File: src/rtl/uart_frame_beacon.sv
// Periodic / on-demand multi-byte frame sender driving a byte-wide UART core (transmit, tx_byte, is_transmitting).
// Optional macro UART_FRAME_SEQ_BYTE_EN appends an 8-bit frame sequence number as the final byte.
module uart_frame_beacon #(
  parameter int MSG_LEN       = 4,
  parameter int PERIOD_CYCLES = 12000000,
  parameter int CNT_W         = $clog2(PERIOD_CYCLES)
) (
  input  logic                 clk,
  input  logic                 rst_n,
  input  logic                 enable,
  input  logic                 trigger,
  input  logic [8*MSG_LEN-1:0] msg_data,
  input  logic                 tx_busy,
  output logic                 tx_start,
  output logic [7:0]           tx_byte,
  output logic                 busy,
  output logic                 frame_done,
  output logic                 overrun
);

`ifdef UART_FRAME_SEQ_BYTE_EN
  localparam int FRAME_LEN = MSG_LEN + 1;
`else
  localparam int FRAME_LEN = MSG_LEN;
`endif
  localparam int               IDX_W    = $clog2(MSG_LEN + 1);
  localparam logic [IDX_W-1:0] LAST_IDX = IDX_W'(FRAME_LEN - 1);
  localparam logic [CNT_W-1:0] CNT_LAST = CNT_W'(PERIOD_CYCLES - 1);

  // IDLE: wait for start | LOAD: present byte | WAIT_ACK: await tx_busy rise | WAIT_DONE: await tx_busy fall
  typedef enum logic [1:0] {IDLE, LOAD, WAIT_ACK, WAIT_DONE} state_t;

  state_t                 state, state_nxt;
  logic [CNT_W-1:0]       cnt;
  logic [IDX_W-1:0]       idx, idx_nxt;
  logic [8*FRAME_LEN-1:0] frame_q, frame_in;
  logic                   tick, accept;

  assign tick = enable && (cnt == CNT_LAST);
  assign busy = (state != IDLE);

`ifdef UART_FRAME_SEQ_BYTE_EN
  logic [7:0] seq;

  assign frame_in = {seq, msg_data};

  always_ff @(posedge clk) begin
    if (!rst_n)          seq <= 8'h00;
    else if (frame_done) seq <= seq + 8'd1;
  end
`else
  assign frame_in = msg_data;
`endif

  always_ff @(posedge clk) begin
    if (!rst_n || !enable)  cnt <= '0;
    else if (cnt == CNT_LAST) cnt <= '0;
    else                    cnt <= cnt + CNT_W'(1);
  end

  always_comb begin
    state_nxt  = state;
    idx_nxt    = idx;
    accept     = 1'b0;
    frame_done = 1'b0;
    case (state)
      IDLE: begin
        if (tick || trigger) begin
          accept    = 1'b1;
          state_nxt = LOAD;
        end
      end
      LOAD:     state_nxt = WAIT_ACK;
      WAIT_ACK: if (tx_busy) state_nxt = WAIT_DONE;
      WAIT_DONE: begin
        if (!tx_busy) begin
          if (idx == LAST_IDX) begin
            idx_nxt    = '0;
            frame_done = 1'b1;
            state_nxt  = IDLE;
          end else begin
            idx_nxt   = idx + 1'b1;
            state_nxt = LOAD;
          end
        end
      end
      default: state_nxt = IDLE;
    endcase
  end

  // tx_start and tx_byte are registered out of LOAD so the core sees both together.
  always_ff @(posedge clk) begin
    if (!rst_n) begin
      state    <= IDLE;
      idx      <= '0;
      frame_q  <= '0;
      tx_start <= 1'b0;
      tx_byte  <= 8'h00;
      overrun  <= 1'b0;
    end else begin
      state    <= state_nxt;
      idx      <= idx_nxt;
      tx_start <= (state == LOAD);
      if (accept)
        frame_q <= frame_in;
      if (state == LOAD)
        tx_byte <= frame_q[{idx, 3'b000} +: 8];
      if (tick && (state != IDLE))
        overrun <= 1'b1;
    end
  end

endmodule

File: config.mk
export PLATFORM = sky130hd
export DESIGN_NAME = uart_frame_beacon
export DESIGN_NICKNAME = d
export VERILOG_FILES = /design/src/rtl/uart_frame_beacon.sv
export SDC_FILE = /design/constraint.sdc
export NUM_CORES = 1
export LEC_CHECK = 0
export CELL_PAD_IN_SITES_DETAIL_PLACEMENT = 0
export CELL_PAD_IN_SITES_GLOBAL_PLACEMENT = 1
export CORE_UTILIZATION = 41
export DETAILED_ROUTE_END_ITERATION = 16
export PLACE_DENSITY_LB_ADDON = 0.12
export SYNTH_ARGS = -nofsm -noshare
export SYNTH_HDL_FRONTEND = slang
export SYNTH_SLANG_ARGS = --single-unit
File: constraint.sdc
create_clock -name clk -period 2.8 [get_ports clk]
set_clock_uncertainty 0.1 [all_clocks]
set_input_delay 0.56 -clock clk [delete_from_list [all_inputs] [get_ports clk]]
set_output_delay 0.56 -clock clk [all_outputs]
set_load 0.1 [all_outputs]
==> run_results.csv, run 1 <==
group,metric,value,unit
worst_setup_path,crit_top_cell,"or4_1",
logic_synthesis,yosys.area.top_type,"dfxtp_1",
logic_synthesis,seq_area_frac_synth,0.440,
worst_setup_path,cp_top_family,"simple AND/OR/NAND/NOR gates",
logic_synthesis,ys_types,37,
clock_tree,ctsRootBufferMaster,"clkbuf_8",
power,vdd_ir_drop_max,0.272,mV
placement,place_area,3800,µm²
placement,io_buffer_count,48,
clock_tree,cts_buffers,9,
sta,final-setup-viol-count,0,
clock_tree,post_cts_buffers,0,
clock_tree,postCtsHoldBufs,0,
logic_synthesis,synth_common_cells,"76 x nand2_1, 71 x dfxtp_1, 35 x mux2i_1",
drt,drc_errors,0,
worst_setup_path,crit_path_end_kind,"register",
floorplanning,io_pins,49,
final_layout,register_area,1420,µm²
sta,rsz0062_at_grt,"false",
power,powerDensity,705,nW/µm²
final_layout,layout-drive-gt1-share,0.118,
sta,worst_pin_slew,0.757,ns
sta,drv_slew,0,
global_route,antenna_found_initial,0,
sta,maxSlewHeadroom,0.495,
logic_synthesis,synth_nets,399,
status,status,"finished clean",
final_layout,fin_util,0.537,
drt,wl_per_cell,13.1,µm
worst_setup_path,critPathMaxStageDelay,0.70,ns
drt,drt_pass1_iterations,4,
placement,place_congestion,0.725,
logic_synthesis,ys_seq_elements,71,
floorplanning,dieWidth,90.7,µm
drt,ant_nets,0,
final_layout,stdcell_area,4000,µm²
drt,vias,2489,
logic_synthesis,synth_enable_flop_cells,0,
final_layout,multiInputGateArea,1710,µm²
clock_tree,clk_pin_slew,0.07,ns
logic_synthesis,synthFlopType,"dfxtp_1",
worst_setup_path,crit_fanout,8,
final_layout,fillers,722,
flow_run,cap_violations,0,
drt,avgViaCountPerCell,4.93,
logic_synthesis,ys_async_sr_fraction,0,
floorplanning,design.core.area,7450,µm²
global_route,overflow,0,
sta,fin_hold_ws,0.344,ns
logic_synthesis,yosysMostFrequentCell,"nand2_1",
logic_synthesis,postSynthAreaPerCell,9.06,µm²
sta,min_period_over_period,0.845,
hold_path,worstHoldPathType,"register to register",
power,cellLeakagePower,0.00156,µW
sta,hold_viol,0,
logic_synthesis,synthTopCellsByArea,"dfxtp_1 44%, mux2i_1 11%, nand2_1 8.8%, mux4_2 5.6%, nor2b_1 3.9%",
clock_tree,clock-sinks,71,
sta,setup_tns,0,ns
logic_synthesis,synthCells,356,
clock_tree,cts_resized,0,
placement,hpwl,4.53,mm
worst_setup_path,cp-start-kind,"register",
drt,drt_iter0_drc,121,
logic_synthesis,synth_area,3230,µm²
drt,totalWireLength,6.60,mm
global_route,grt_max_degree,81,
worst_setup_path,worstSetupPathType,"register to register",
logic_synthesis,synth_warnings,0,
floorplanning,rows,31,
final_layout,nNetsFinal,444,
final_layout,n_antenna_cell,0,
worst_setup_path,required,2.97,ns
floorplanning,die_y,90.7,µm
global_route,grt_pass1_vias,2348,
clock_tree,cts-htree-levels,3,
clock_tree,clk_latency,0.34,ns
global_route,grt_pass1_wl,11.2,mm
clock_tree,cts_tree,"done",
worst_setup_path,crit_arrival,2.53,ns
clock_tree,clk_path_buf_depth,2,
floorplanning,initial_core_util,0.433,
worst_setup_path,path_cells,"ha_1 > nand4_2 > or4_1 > or4_1 > a21oi_1",
logic_synthesis,synth.top_cell.area_share,0.440,
worst_setup_path,crit_slowest_cell,"or4_1",
final_layout,area_growth,24.0,%
worst_setup_path,crit_buf_inv,0,
sta,fmax,423,MHz
sta,layout_min_cycle_time,2.37,ns
floorplanning,dieArea,8230,µm²
global_route,grt_usage,0.172,
cells in the final DEF, fill, tap and decap left out, types with 3 or more instances in the layout:
cell,count
nand4_1,4
or3_1,7
dfxtp_1,71
or4_1,4
o21ai_1,8
mux2i_1,35
clkbuf_8,10
buf_4,16
nand3_1,9
ha_1,6
nand2_1,76
nor2_1,17
mux4_2,8
xnor2_1,9
nor2b_1,20
inv_1,9
xor2_1,3
a21oi_1,22
clkdlybuf4s50_1,35
nor4_1,4
flip-flops by register name, summed over array words and instances (netlist names):
register  count
state         2
cnt          24
tx_start      1
idx           3
overrun       1
frame_q      32
tx_byte       8
power breakdown:
part / total [µW] / switching, µW / internal (µW)
Clock: 814 / 377 / 436
Sequential: 1190 / 61.1 / 1130
Combinational: 820 / 492 / 328
per-layer routing:
layer	vias up	wire, µm	global-route usage
li1	1307	-	-
met1	1128	3600	0.260
met2	44	2640	0.234
met3	10	254	0.0328
met4	0	107	0.0726
met5	-	0	0
final cells by class:
type / instances / area share
clock buffer: 11 / 0.0353
clock inverter: 5 / 0.0141
inverter: 9 / 0.00844
multi-input combinational: 256 / 0.427
sequential: 71 / 0.355
tap: 99 / 0.0309
timing repair buffer: 54 / 0.129
worst register-to-register path: cells and delay by family, from the launching register on:
kind	cells	cell delay, ns
and+or+nand+nor	3	1.44
DFF	1	0.37
adders and majority gates	1	0.24
AOI/OAI and AO/OA	1	0.15
logic make-up after synthesis:
logic type | synth area share
multiplexers | 0.164
adder cells (fa/ha/maj) | 0.0233
buffers and inverters | 0.0368
flip-flops | 0.440
AO/OA/AOI/OAI | 0.0686
AND/OR/NAND/NOR | 0.234
XOR/XNOR | 0.0326
worst paths after layout:
kind	startpoint	end	slack [ns]	depth (start not counted)
min	idx[2]$_SDFFE_PN0P_	idx[2]$_SDFFE_PN0P_	0.34	2
max reg2reg	cnt[0]$_SDFF_PP0_	cnt[22]$_SDFF_PP0_	0.43	5
min reg2reg	idx[2]$_SDFFE_PN0P_	idx[2]$_SDFFE_PN0P_	0.34	2
max	cnt[0]$_SDFF_PP0_	cnt[22]$_SDFF_PP0_	0.43	5
stage by stage:
stage               setup WS (ns)  total power (µW)  instances
global placement            0.522              2030        489
floorplan                   0.329              1820        356
detailed placement          0.464              2040        489
CTS                         0.441              2860        505
finish                      0.434              2820        505
global route                0.344              2980        505
No activity file was read; power rests on OpenSTA's default activity.
==> run 2: changes to the inputs <==
==> constraint.sdc (replaced) <==
create_clock -name clk -period 2.2 [get_ports clk]
set_clock_uncertainty 0.1 [all_clocks]
set_input_delay 0.44 -clock clk [delete_from_list [all_inputs] [get_ports clk]]
set_output_delay 0.44 -clock clk [all_outputs]
set_load 0.1 [all_outputs]
==> run_results.csv, run 2 (synthesis gave the netlist of run 1 again) <==
group,metric,value,unit
worst_setup_path,crit_fanout,5,
worst_setup_path,crit_buf_inv,0,
sta,hold_viol,0,
power,total_power,3870,µW
sta,fmax,480,MHz
drt,totalWireLength,6.66,mm
worst_setup_path,reg2reg_to,"cnt[22]$_SDFF_PP0_",
hold_path,worstHoldPathType,"input port to register",
drt,ant_nets,0,
hold_path,holdCritStartpoint,"rst_n",
placement,place_congestion,0.772,
clock_tree,ctsRootBufferMaster,"clkbuf_8",
final_layout,area_growth,28.1,%
worst_setup_path,cp_top_family,"simple AND/OR/NAND/NOR gates",
clock_tree,cts-htree-levels,3,
worst_setup_path,crit_arrival,2.26,ns
placement,io_buffer_count,48,
final_layout,fin_cells,511,
drt,wl_per_cell,13.0,µm
final_layout,n_antenna_cell,0,
sta,final-setup-viol-count,0,
worst_setup_path,crit_path_end,"cnt[22]$_SDFF_PP0_",
clock_tree,cts_buffers,9,
drt,drc_errors,0,
worst_setup_path,startpoint,"cnt[0]$_SDFF_PP0_",
global_route,overflow,0,
final_layout,layout-drive-gt1-share,0.141,
drt,drt_pass1_iterations,4,
global_route,grt_pass1_vias,2437,
clock_tree,clk_pin_slew,0.08,ns
worst_setup_path,r2r_setup_slack,0.12,ns
worst_setup_path,cp-start-kind,"register",
status,status,"finished clean",
sta,drv_slew,0,
sta,worst_pin_slew,0.526,ns
drt,drt_iter0_drc,100,
final_layout,top_register,"frame_q",
sta,rsz0062_at_grt,"false",
sta,layout_min_cycle_time,2.08,ns
clock_tree,postCtsHoldBufs,0,
floorplanning,dieWidth,90.7,µm
clock_tree,clk_latency,0.34,ns
worst_setup_path,crit_path_end_kind,"register",
sta,min_period_over_period,0.947,
drt,vias,2526,
worst_setup_path,cp.depth,5,
floorplanning,rows,31,
sta,maxSlewHeadroom,0.649,
power,vdd_ir_drop_max,0.365,mV
worst_setup_path,critPathMaxStageDelay,0.55,ns
final_layout,top_regs,"frame_q x32, cnt x24, tx_byte x8",
drt,avgViaCountPerCell,4.94,
worst_setup_path,path_cells,"ha_1 > nand4_2 > or4_4 > or4_1 > a21oi_1",
final_layout,largest_reg_flops,32,
global_route,grt_max_degree,60,
global_route,antenna_found_initial,0,
worst_setup_path,r2r_start,"cnt[0]$_SDFF_PP0_",
flow_run,cap_violations,0,
clock_tree,cts_tree,"done",
placement,hpwl,4.69,mm
clock_tree,clk_path_buf_depth,2,
clock_tree,clock-sinks,71,
clock_tree,post_cts_buffers,0,
sta,setup_slack,0.117,ns
power,cellLeakagePower,0.00162,µW
placement,dp_slack,0.0763,ns
global_route,grt_usage,0.172,
floorplanning,design.core.area,7450,µm²
final_layout,final_cell_mix,"76 x nand2_1, 71 x dfxtp_1, 35 x mux2i_1, 35 x clkdlybuf4s50_1, 22 x a21oi_1",
floorplanning,die_y,90.7,µm
global_route,grt_pass1_wl,11.3,mm
worst_setup_path,required,2.38,ns
final_layout,nNetsFinal,450,
placement,numPlacedInstances,495,
floorplanning,dieArea,8230,µm²
worst_setup_path,crit_slowest_cell,"or4_4",
final_layout,fin_util,0.555,
worst_setup_path,reg2reg_depth,5,
floorplanning,initial_core_util,0.433,
sta,setup_tns,0,ns
power,powerDensity,938,nW/µm²
floorplanning,io_pins,49,
final_layout,layout_commonest_cell,"nand2_1",
worst_setup_path,worstSetupPathType,"register to register",
==> run 2: cell types whose count changed in the layout (fill, tap and decap cells not counted), sizes merged <==
cell	before	now
clkbuf	11	9
bufinv	1	3
inv	10	8
buf	19	25
clkinv	2	4
==> run 2: worst min path at each step <==
| stage | endpoint | cells after the start |
|---|---|---|
| after floorplan | idx[2]$_SDFFE_PN0P_ | 2 |
| after global placement | idx[2]$_SDFFE_PN0P_ | 2 |
| after detailed placement | idx[2]$_SDFFE_PN0P_ | 2 |
| after CTS | cnt[6]$_SDFF_PP0_ | 3 |
| after global routing | cnt[2]$_SDFF_PP0_ | 3 |
| final | cnt[6]$_SDFF_PP0_ | 3 |
==> run 2: tightest hold or removal path, stage by stage <==
cell and delay (ns):
buf_2 0.11, nand2_1 0.13, a21oi_1 0.05
==> run 2: layer usage <==
layer,GRT usage,up-vias,share of wire
li1,-,1321,-
met1,0.236,1158,0.52
met2,0.262,40,0.44
met3,0.0354,7,0.027
met4,0.0726,0,0.011
met5,0,-,0
==> run 2: metrics by stage <==
step	cell area [µm²]	hold slack [ns]
global placement	3880	0.333
finish	4130	0.342
CTS	4120	0.332
detailed placement	3880	0.335
floorplan	3240	0.320
global route	4130	0.350
==> run 2: layout make-up <==
cell class	count	area [µm²]
clock inverter	7	121
inverter	9	37.5
sequential	71	1420
clock buffer	9	124
tap	99	124
timing repair buffer	60	586
fill	716	3310
multi-input combinational	256	1720
==> run 2: where the power goes <==
group / switching [µW] / total (µW) / internal (µW)
Sequential: 75.1 / 1510 / 1430
Clock: 513 / 1270 / 757
Combinational: 639 / 1100 / 459
==> run 2: timing repair <==
action,in CTS,in global routing
hold endpoints to repair,0,0
gates resized for setup,0,2
endpoints found under the setup margin,0,2
==> run 3: changes to the inputs <==
--- a/config.mk
+++ b/config.mk
@@ -7,9 +7,12 @@
 export LEC_CHECK = 0
 export CELL_PAD_IN_SITES_DETAIL_PLACEMENT = 0
 export CELL_PAD_IN_SITES_GLOBAL_PLACEMENT = 1
+export CORE_MARGIN = 8
 export CORE_UTILIZATION = 41
 export DETAILED_ROUTE_END_ITERATION = 16
+export GPL_ROUTABILITY_DRIVEN = 0
 export PLACE_DENSITY_LB_ADDON = 0.12
+export SLEW_MARGIN = 20
 export SYNTH_ARGS = -nofsm -noshare
 export SYNTH_HDL_FRONTEND = slang
 export SYNTH_SLANG_ARGS = --single-unit
==> run_results.csv, run 3 (synthesis gave the netlist of run 1 again) <==
group,metric,value,unit
status,status,"finished clean",
worst_setup_path,required,2.38,ns
drt,drt_iter0_drc,76,
drt,wl_per_cell,13.6,µm
final_layout,n_antenna_cell,0,
sta,layout_min_cycle_time,2.10,ns
final_layout,stdcell_area,4090,µm²
drt,vias,2550,
final_layout,multiInputGateArea,1710,µm²
power,netSwitchingPower,1240,µW
flow_run,cap_violations,0,
floorplanning,io_pins,49,
power,p_clk_frac,0.284,
worst_setup_path,worstSetupPathType,"register to register",
final_layout,layout_commonest_cell,"nand2_1",
final_layout,layout-drive-gt1-share,0.140,
global_route,grt_pass1_vias,2535,
final_layout,area_growth,26.8,%
hold_path,worstHoldPathType,"input port to register",
clock_tree,clk_pin_slew,0.08,ns
sta,rsz0062_at_grt,"false",
drt,dr_wl_met2,3.07,mm
drt,wl_met1,3.58,mm
power,vdd_ir_drop_max,0.304,mV
final_layout,final_cell_mix,"76 x nand2_1, 71 x dfxtp_1, 35 x mux2i_1, 35 x clkdlybuf4s50_1, 22 x a21oi_1",
floorplanning,design.core.area,7690,µm²
global_route,grt_pass1_wl,12.0,mm
power,swShare,0.339,
drt,drc_errors,0,
global_route,grt_max_degree,81,
clock_tree,clk_path_buf_depth,2,
placement,numPlacedInstances,499,
placement,place_area,3890,µm²
clock_tree,cts_buffers,9,
sta,maxSlewHeadroom,0.603,
final_layout,fillers,746,
placement,dp_slack,0.0367,ns
drt,wl_met3,280,µm
power,pwr-share-seq,0.413,
drt,drt_pass1_iterations,4,
drt,ant_nets,0,
clock_tree,clk_latency,0.34,ns
global_route,grt_usage,0.134,
clock_tree,ctsRootBufferMaster,"clkbuf_8",
clock_tree,post_cts_buffers,0,
drt,top_layer_used,"met4",
drt,avgViaCountPerCell,4.95,
power,combinationalPowerShare,0.303,
global_route,overflow,0,
clock_tree,clock-sinks,71,
worst_setup_path,cp-start-kind,"register",
global_route,antenna_found_initial,0,
floorplanning,die_y,105,µm
floorplanning,rows,32,
sta,final-setup-viol-count,0,
power,powerDensity,893,nW/µm²
sta,setup_tns,0,ns
worst_setup_path,crit_path_end_kind,"register",
final_layout,nNetsFinal,451,
placement,hpwl,4.95,mm
clock_tree,cts_resized,0,
worst_setup_path,crit_fanout,6,
placement,io_buffer_count,48,
sta,worst_pin_slew,0.594,ns
final_layout,register_area,1420,µm²
sta,setup_slack,0.103,ns
clock_tree,cts_tree,"done",
clock_tree,cts-htree-levels,3,
sta,min_period_over_period,0.953,
final_layout,fin_cells,515,
power,cellLeakagePower,0.00160,µW
drt,totalWireLength,7.02,mm
final_layout,largest_reg_flops,32,
sta,fmax,477,MHz
sta,fin_hold_ws,0.357,ns
sta,hold_viol,0,
worst_setup_path,crit_arrival,2.27,ns
final_layout,top_regs,"frame_q x32, cnt x24, tx_byte x8",
floorplanning,dieWidth,105,µm
clock_tree,postCtsHoldBufs,0,
power,p_int,2420,µW
floorplanning,dieArea,11000,µm²
sta,drv_slew,0,
final_layout,top_register,"frame_q",
floorplanning,initial_core_util,0.420,
-- run 3: worst max-delay path, cell delays in order, from the launching register on --
cell,delay (ns)
dfxtp_1,0.38
ha_1,0.23
nand4_2,0.13
or4_4,0.57
or4_1,0.48
a21oi_1,0.14
-- run 3: power groups by stage --
stage / Combinational [µW] / Sequential (µW) / Clock, µW
after floorplan: 677 / 1650 / 0
after CTS: 1130 / 1510 / 1070
after detailed placement: 1120 / 1540 / 0
final: 1110 / 1510 / 1040
after global routing: 1200 / 1530 / 1120
after global placement: 1110 / 1540 / 0
-- run 3: through the flow --
step,total power [µW],util
after detailed placement,2660,0.506
after global placement,2650,0.506
after floorplan,2330,-
after global routing,3850,0.532
after CTS,3700,0.532
final,3650,0.532
-- run 3: cell type report --
cell class | count | area share
Clock buffer | 9 | 0.0303
Inverter | 9 | 0.00918
Tap cell | 102 | 0.0312
Timing Repair Buffer | 61 | 0.145
Multi-Input combinational cell | 256 | 0.419
Clock inverter | 7 | 0.0177
Sequential cell | 71 | 0.348
-- run 3: path summary, 6_finish.rpt --
path | from | to | slack, ns | depth (start not counted)
worst max-delay path | cnt[0]$_SDFF_PP0_ | cnt[22]$_SDFF_PP0_ | 0.10 | 5
worst min-delay path | rst_n | cnt[6]$_SDFF_PP0_ | 0.36 | 3
worst max register to register | cnt[0]$_SDFF_PP0_ | cnt[22]$_SDFF_PP0_ | 0.10 | 5
worst min register to register | frame_q[4]$_SDFFE_PN0P_ | frame_q[4]$_SDFFE_PN0P_ | 0.36 | 2
-- run 3: routing by layer --
layer / vias up / GRT usage
met4: 0 / 0.0581
li1: 1331 / -
met3: 8 / 0.0387
met5: - / 0
met1: 1171 / 0.173
met2: 40 / 0.203
